<file path="src/rtl/msg_channel_arbiter_pkg.sv">
// Shared types and defaults for the message channel arbiter.
// Grant FSM encoding plus default channel geometry.
package msg_channel_arbiter_pkg;

    localparam int DEFAULT_N_REQ  = 4;
    localparam int DEFAULT_DATA_W = 64;

    localparam logic [1:0] ST_IDLE   = 2'd0;
    localparam logic [1:0] ST_HOLD   = 2'd1;
    localparam logic [1:0] ST_LOCKED = 2'd2;

    typedef enum logic [1:0] {
        IDLE   = ST_IDLE,
        HOLD   = ST_HOLD,
        LOCKED = ST_LOCKED
    } arb_state_t;

endpackage

</file>
<file path="src/rtl/msg_channel_arbiter_rr_pick.sv">
// Combinational round-robin priority encoder: first set request at or after
// ptr (modulo N_REQ). winner falls back to ptr when nothing is requesting.
module msg_channel_arbiter_rr_pick
    import msg_channel_arbiter_pkg::*;
#(
    parameter int N_REQ = DEFAULT_N_REQ,
    parameter int ID_W  = $clog2(N_REQ)
) (
    input  logic [N_REQ-1:0] req,
    input  logic [ID_W-1:0]  ptr,
    output logic             found,
    output logic [ID_W-1:0]  winner
);

    int idx;

    // Walk offsets from farthest to nearest so the closest hit to ptr wins.
    always_comb begin
        found  = 1'b0;
        winner = ptr;
        idx    = 0;
        for (int k = N_REQ - 1; k >= 0; k--) begin
            idx = int'(ptr) + k;
            if (idx >= N_REQ) begin
                idx = idx - N_REQ;
            end
            if (req[idx]) begin
                found  = 1'b1;
                winner = ID_W'(idx);
            end
        end
    end

endmodule

</file>
<file path="src/rtl/msg_channel_arbiter.sv">
// Round-robin arbiter merging N_REQ valid/ready sources onto one channel.
// Define MSG_ARB_LOCK_EN to hold the channel for multi-beat messages (req_last).
module msg_channel_arbiter
    import msg_channel_arbiter_pkg::*;
#(
    parameter int N_REQ  = DEFAULT_N_REQ,
    parameter int DATA_W = DEFAULT_DATA_W,
    parameter int ID_W   = $clog2(N_REQ)
) (
    input  logic                    clk,
    input  logic                    rst,
    input  logic [N_REQ-1:0]        req_valid,
    input  logic [N_REQ*DATA_W-1:0] req_data,
    input  logic [N_REQ-1:0]        req_last,
    output logic [N_REQ-1:0]        req_ready,
    output logic                    out_valid,
    output logic [DATA_W-1:0]       out_data,
    output logic                    out_last,
    output logic [ID_W-1:0]         out_id,
    input  logic                    out_ready
);

    arb_state_t        state_reg, state_next;
    logic [ID_W-1:0]   ptr_reg, ptr_next;
    logic [ID_W-1:0]   owner_reg, owner_next;
    logic              pick_found;
    logic [ID_W-1:0]   pick_winner;
    logic [ID_W-1:0]   sel;
    logic              xfer;
    logic              sel_last;
    logic [DATA_W-1:0] data_arr [N_REQ];

    function automatic logic [ID_W-1:0] ptr_inc(input logic [ID_W-1:0] i);
        return (i == ID_W'(N_REQ - 1)) ? '0 : i + ID_W'(1);
    endfunction

    msg_channel_arbiter_rr_pick #(
        .N_REQ (N_REQ),
        .ID_W  (ID_W)
    ) u_pick (
        .req    (req_valid),
        .ptr    (ptr_reg),
        .found  (pick_found),
        .winner (pick_winner)
    );

    genvar gi;
    generate
        for (gi = 0; gi < N_REQ; gi++) begin : g_req
            assign data_arr[gi]  = req_data[gi*DATA_W +: DATA_W];
            assign req_ready[gi] = xfer && (sel == ID_W'(gi));
        end
    endgenerate

    assign out_data = data_arr[sel];
    assign out_id   = sel;
    assign xfer     = out_valid && out_ready;

`ifdef MSG_ARB_LOCK_EN
    assign sel_last = req_last[sel];
`else
    logic unused_last;
    assign unused_last = ^req_last;
    assign sel_last    = 1'b1;
`endif
    assign out_last = sel_last;

    always_ff @(posedge clk or negedge rst) begin
        if (!rst) begin
            state_reg <= IDLE;
            ptr_reg   <= '0;
            owner_reg <= '0;
        end else begin
            state_reg <= state_next;
            ptr_reg   <= ptr_next;
            owner_reg <= owner_next;
        end
    end

    always_comb begin
        state_next = state_reg;
        ptr_next   = ptr_reg;
        owner_next = owner_reg;
        sel        = owner_reg;
        out_valid  = req_valid[owner_reg];
        case (state_reg)
            IDLE: begin
                sel       = pick_found ? pick_winner : ptr_reg;
                out_valid = pick_found;
                if (xfer) begin
                    ptr_next = ptr_inc(sel);
                    if (!sel_last) begin
                        state_next = LOCKED;
                        owner_next = sel;
                    end
                end else if (out_valid) begin
                    state_next = HOLD;
                    owner_next = sel;
                end
            end
            HOLD: begin
                if (xfer) begin
                    ptr_next   = ptr_inc(owner_reg);
                    state_next = sel_last ? IDLE : LOCKED;
                end
            end
`ifdef MSG_ARB_LOCK_EN
            LOCKED: begin
                // Gaps between beats keep the lock; only the last beat releases it.
                if (xfer && sel_last) begin
                    state_next = IDLE;
                end
            end
`endif
            default: begin
                state_next = IDLE;
            end
        endcase
    end

endmodule
</file>
<file path="config.mk">
export PLATFORM = sky130hd
export DESIGN_NAME = msg_channel_arbiter
export DESIGN_NICKNAME = d
export VERILOG_FILES = /design/src/rtl/msg_channel_arbiter_pkg.sv /design/src/rtl/msg_channel_arbiter_rr_pick.sv /design/src/rtl/msg_channel_arbiter.sv
export SDC_FILE = /design/constraint.sdc
export NUM_CORES = 1
export LEC_CHECK = 0
export CORE_AREA = 3 3 132 134
export DETAILED_ROUTE_END_ITERATION = 7
export DIE_AREA = 0 0 135 137
export PLACE_DENSITY = 0.69
export RECOVER_POWER = 100
export SYNTH_ARGS = -nofsm -noshare
export SYNTH_HDL_FRONTEND = slang
export SYNTH_SLANG_ARGS = --single-unit
</file>
<file path="constraint.sdc">
create_clock -name clk -period 1.8 [get_ports clk]
set_input_delay 0.36 -clock clk [delete_from_list [all_inputs] [get_ports clk]]
set_output_delay 0.36 -clock clk [all_outputs]
set_load 0.1 [all_outputs]
</file>
==> results of run 1 <==
synth_stat cells, drive strengths merged (2+ instances only):
library cell,count
mux2i,192
buf,18
nand2,7
nor2,7
dfrtp,5
nor3,5
nor2b,4
o21ai,4
a21oi,3
bufbuf,3
clkbuf,3
ha,3
mux2,3
a31oi,2
inv,2
nand2b,2
layout make-up:
cell class,count,share of cell area
inverter,2,0.00127
multi-input combinational,245,0.441
timing repair buffer,400,0.509
tap,220,0.0279
sequential,5,0.0129
clock buffer,4,0.00798
layer usage:
metal,track usage,routed length (µm)
met4,0.0162,150
met3,0.0346,1180
met1,0.178,5570
met5,0,0
met2,0.327,9670
logic make-up after synthesis:
family,synth area share
mux,0.724
simple gates,0.0609
xor+xnor,0.00321
flops,0.0458
buf+inv,0.119
compound gates,0.0316
fa+ha+maj,0.0137
other cells,0.00137
repair_timing:
| item | in CTS | in global routing |
|---|---|---|
| pin swaps | 13 | 4 |
| setup endpoints to repair | 76 | 76 |
| resized for setup | 175 | 61 |
| setup buffers | 13 | 6 |
| gates cloned | 3 | 0 |
worst max-delay path, stage by stage, from the launching register on:
cell      delay [ns]
dfrtp_2         0.41
nand2b_4        0.16
a21oi_4         0.06
o41ai_4         0.37
buf_6           0.23
buf_12          0.23
mux2i_1         0.33
mux2i_4         0.12
buf_12          0.18
worst max-delay path by stage:
stage                         endpoint  slack (ns)
after floorplan           req_ready[3]       -0.85
after global placement     out_data[0]       -1.15
after detailed placement  req_ready[2]       -1.20
after CTS                  out_data[0]       -0.84
after global routing      out_data[61]       -0.93
final                     out_data[61]       -0.89
per-stage QoR:
step,setup slack [ns],hold WS (ns),cells,setup TNS (ns)
CTS,-0.840,0.356,872,-56.35
global route,-0.932,0.442,876,-62.73
detailed placement,-1.20,0.595,852,-83.11
global placement,-1.15,0.586,852,-79.42
floorplan,-0.855,0.0644,276,-50.01
finish,-0.887,0.421,876,-57.55
cell usage in the layout (no fill, tap or decap), drive strengths merged, types with 2 or more instances in the layout:
master	count
clkdlybuf4s50	257
mux2i	192
buf	142
nand2	7
nor2	7
dfrtp	5
nor3	5
nor2b	4
clkbuf	4
o21ai	4
mux2	3
ha	3
a21oi	3
nand2b	2
inv	2
a31oi	2
==> summary.md, run 1 <==
| Metric | Value |
|---|---|
| Status | finished with violations |
| Failing checks | setup timing |
| CP Launch Type | flop |
| R2R depth | 8 |
| Final Max Slew Viols | 0 |
| Initial core utilization | 0.167 |
| FILL cells | 1165 |
| Reg2reg start | owner_reg[1] |
| Final Hold Viols | 0 |
| Area share of the largest cell type after synthesis | 0.703 |
| Fraction of layout instances using a drive strength above 1 | 0.555 |
| DP HPWL | 13.4 mm |
| Crit Path Class | reg2out |
| Fmax | 372 MHz |
| Syn Inst Count | 276 |
| Post-Route WL | 16.6 mm |
| Crit share post-route | 1.49 |
| CTS sink count | 5 |
| CTS root buffer | clkbuf_16 |
| Hold-fix buffers, CTS | 0 |
| Reg-to-reg slack, setup | -0.33 ns |
| Die Width | 135 µm |
| Drt drc | 0 |
| Top cell type by total area after synthesis | mux2i_1 |
| RePlAce Congestion | 0.786 |
| Min setup slack post-route | -0.887 ns |
| Global-route wire length before repair | 23.7 mm |
| Initial antenna violation count | 0 |
| Clk_lat worst skew | 0.23 ns |
| WL/cell | 18.9 µm |
| Crit end category | output pin |
| CTS H-tree lvls | 1 |
| Top Ports | 339 |
| Worst Path Required | 1.44 ns |
| Reg area | 128 µm² |
| TritonCTS clock tree | built |
| RSZ-0062 raised after global routing | yes |
| Vias in the first global route | 4182 |
| Mapped Nets | 546 |
| Vias | 3783 |
| Largest net degree at the start of global routing | 21 |
| Die area | 18500 µm² |
| Antenna Diode Count | 0 |
| Largest cells by area after synthesis | mux2i_1 70%, buf_12 6.6%, dfrtp_1 4.6% |
| Critical Path Fanout Max | 20 |
| Yosys cell types | 36 |
| Ys async rst share | 1.00 |
| Reg2reg end | ptr_reg[0] |
| Post-layout util | 0.602 |
| Netlist Area Pre-Place | 2730 µm² |
| Worst min path class | in2async |
| Part of the Yosys area used for sequential elements | 0.0458 |
| Clock Pin Slew Worst Setup and Hold Paths | 0.03 ns |
| Total CTS buffers | 3 |
| Post-synth EDFFs | 0 |
| Area growth, synth to finish | 262% |
| Synth Flop Type | dfrtp_1 |
| Port Buffer Count | 333 |
| Fin nets | 927 |
| Yosys warns | 0 |
| Post-route design area | 9880 µm² |
| Tot GR Track Use | 0.162 |
| Post-layout min period | 2.69 ns |
| Drt initial violations | 56 |
| Max Cap Violations | 0 |
| Core ar. | 16400 µm² |
| Final setup vio count | 76 |
| CP Launch Point | ptr_reg[0] |
| WP data arrival | 2.33 ns |
| Die height | 137 µm |
| FF+latch count, synth | 5 |
| GRT overflow | 0 |
| # rows | 47 |
| Syn Area/Cell | 9.90 µm² |
| Clk_skew | 0.00192 ns |
| Drt first pass iters | 4 |
| Routed Antenna Nets | 0 |
| Placed Area | 8450 µm² |
| Area of the multi-input gates | 4360 µm² |
| Via density per instance | 4.32 |
| Longest Clk Path Bufs | 2 |
Power of run 1 is left out: the tool's default activity adds up to more than one toggle a clock period on the data nets, which glitch-free logic cannot reach.
==> run 2: changes to the inputs <==
--- a/config.mk
+++ b/config.mk
@@ -9,7 +9,6 @@
 export DETAILED_ROUTE_END_ITERATION = 7
 export DIE_AREA = 0 0 135 137
 export PLACE_DENSITY = 0.69
-export RECOVER_POWER = 100
 export SYNTH_ARGS = -nofsm -noshare
 export SYNTH_HDL_FRONTEND = slang
 export SYNTH_SLANG_ARGS = --single-unit
==> summary.md, run 2 (synthesis gave the netlist of run 1 again) <==
| Metric | Value |
|---|---|
| Die area | 18500 µm² |
| Commonest non-fill, non-tap cell in the layout | clkdlybuf4s50_1 |
| Top Ports | 339 |
| Worst min path class | in2async |
| Clk_skew | 0.00192 ns |
| Routed Antenna Nets | 0 |
| Longest Clk Path Bufs | 2 |
| CTS root buffer | clkbuf_16 |
| Max Cap Violations | 0 |
| Fmax | 372 MHz |
| Port Buffer Count | 333 |
| Post-layout min period | 2.69 ns |
| Most frequent cells in the layout | 258 x clkdlybuf4s50_1, 136 x mux2i_4, 94 x buf_12 |
| Final setup vio count | 76 |
| Clock Pin Slew Worst Setup and Hold Paths | 0.03 ns |
| Core ar. | 16400 µm² |
| Area growth, synth to finish | 262% |
| Pre-CTS setup slack | -1.20 ns |
| Final Max Slew Viols | 0 |
| RSZ-0062 raised after global routing | yes |
| Clk_lat worst skew | 0.23 ns |
| Min setup slack post-route | -0.887 ns |
| Fin nets | 927 |
| Via density per instance | 4.32 |
| Drt first pass iters | 4 |
| CTS sink count | 5 |
| DP HPWL | 13.4 mm |
| Post-Route WL | 16.6 mm |
| Total CTS buffers | 3 |
| Worst Path Required | 1.44 ns |
| Drt initial violations | 56 |
| Crit share post-route | 1.49 |
| R2R depth | 8 |
| Crit Path Class | reg2out |
| Fraction of layout instances using a drive strength above 1 | 0.555 |
| Antenna Diode Count | 0 |
| Crit end category | output pin |
| Drt drc | 0 |
| RePlAce Congestion | 0.786 |
| WL/cell | 18.9 µm |
| Tot GR Track Use | 0.162 |
| Hold-fix buffers, CTS | 0 |
| Critical Path Fanout Max | 20 |
| Initial antenna violation count | 0 |
| GRT overflow | 0 |
| Die Width | 135 µm |
| TritonCTS clock tree | built |
| CP Launch Point | ptr_reg[0] |
| CTS H-tree lvls | 1 |
| CP Launch Type | flop |
| WP data arrival | 2.33 ns |
| Reg2reg start | owner_reg[1] |
| Vias in the first global route | 4182 |
| FILL cells | 1165 |
| Global-route wire length before repair | 23.7 mm |
| Final Hold Viols | 0 |
| Die height | 137 µm |
| Largest net degree at the start of global routing | 21 |
| Initial core utilization | 0.167 |
| Failing checks | setup timing |
| Vias | 3783 |
| # rows | 47 |
| Status | finished with violations |
==> run 2: final timing paths <==
check,endpoint,slack (ns)
worst max-delay path,out_data[61],-0.89
worst min-delay path,owner_reg[0],0.35
worst max register to register,ptr_reg[0],-0.33
worst min register to register,owner_reg[0],0.67
max in group asynchronous,ptr_reg[0],1.25
min in group clk,owner_reg[1],0.60
==> run 2: routing by layer <==
metal | up-vias | track usage | part of all wire
met3 | 10 | 0.0346 | 0.071
met2 | 184 | 0.327 | 0.58
met5 | - | 0 | 0
met4 | 0 | 0.0162 | 0.0091
met1 | 1781 | 0.178 | 0.34
li1 | 1808 | - | -
==> run 2: final cells by class <==
| type | instances | area [µm²] | area share |
|---|---|---|---|
| Tap cell | 220 | 275 | 0.0279 |
| Sequential cell | 5 | 128 | 0.0129 |
| Timing Repair Buffer | 400 | 5030 | 0.509 |
| Multi-Input combinational cell | 245 | 4360 | 0.441 |
| Inverter | 2 | 12.5 | 0.00127 |
| Clock buffer | 4 | 78.8 | 0.00798 |
==> run 2: through the flow <==
step | hold slack, ns | cell area [µm²] | TNS (ns) | instances | util
CTS | 0.356 | 9490 | -56.35 | 872 | 0.578
finish | 0.351 | 9880 | -57.55 | 876 | 0.602
global route | 0.372 | 9880 | -62.73 | 876 | 0.602
detailed placement | 0.595 | 8450 | -83.11 | 852 | 0.515
global placement | 0.586 | 8450 | -79.42 | 852 | 0.515
floorplan | 0.0644 | 3930 | -50.01 | 276 | -
==> run 2: repair_timing <==
item	4_1_cts	5_1_grt
endpoints found under the setup margin	76	76
endpoints found under the hold margin	0	0
gates cloned	3	0
setup buffers	13	6
resized for setup	175	61
pin swaps	13	4
==> run 2: worst max-delay path, cell delays in order (launching register included) <==
cell and delay, ns:
dfrtp_2 0.41, nand2b_4 0.16, a21oi_4 0.06, o41ai_4 0.37, buf_6 0.23, buf_12 0.23, mux2i_1 0.33, mux2i_4 0.12
buf_12 0.18
Power of run 2 is left out for the same reason.
==> run 3: changes to the inputs <==
--- a/config.mk
+++ b/config.mk
@@ -8,6 +8,7 @@
 export CORE_AREA = 3 3 132 134
 export DETAILED_ROUTE_END_ITERATION = 7
 export DIE_AREA = 0 0 135 137
+export HOLD_SLACK_MARGIN = 0.03
 export PLACE_DENSITY = 0.69
 export SYNTH_ARGS = -nofsm -noshare
 export SYNTH_HDL_FRONTEND = slang
==> results of run 3 <==
Same layout as run 2: the final DEF is identical, and so are final timing and power.
Power of run 3 is left out for the same reason.
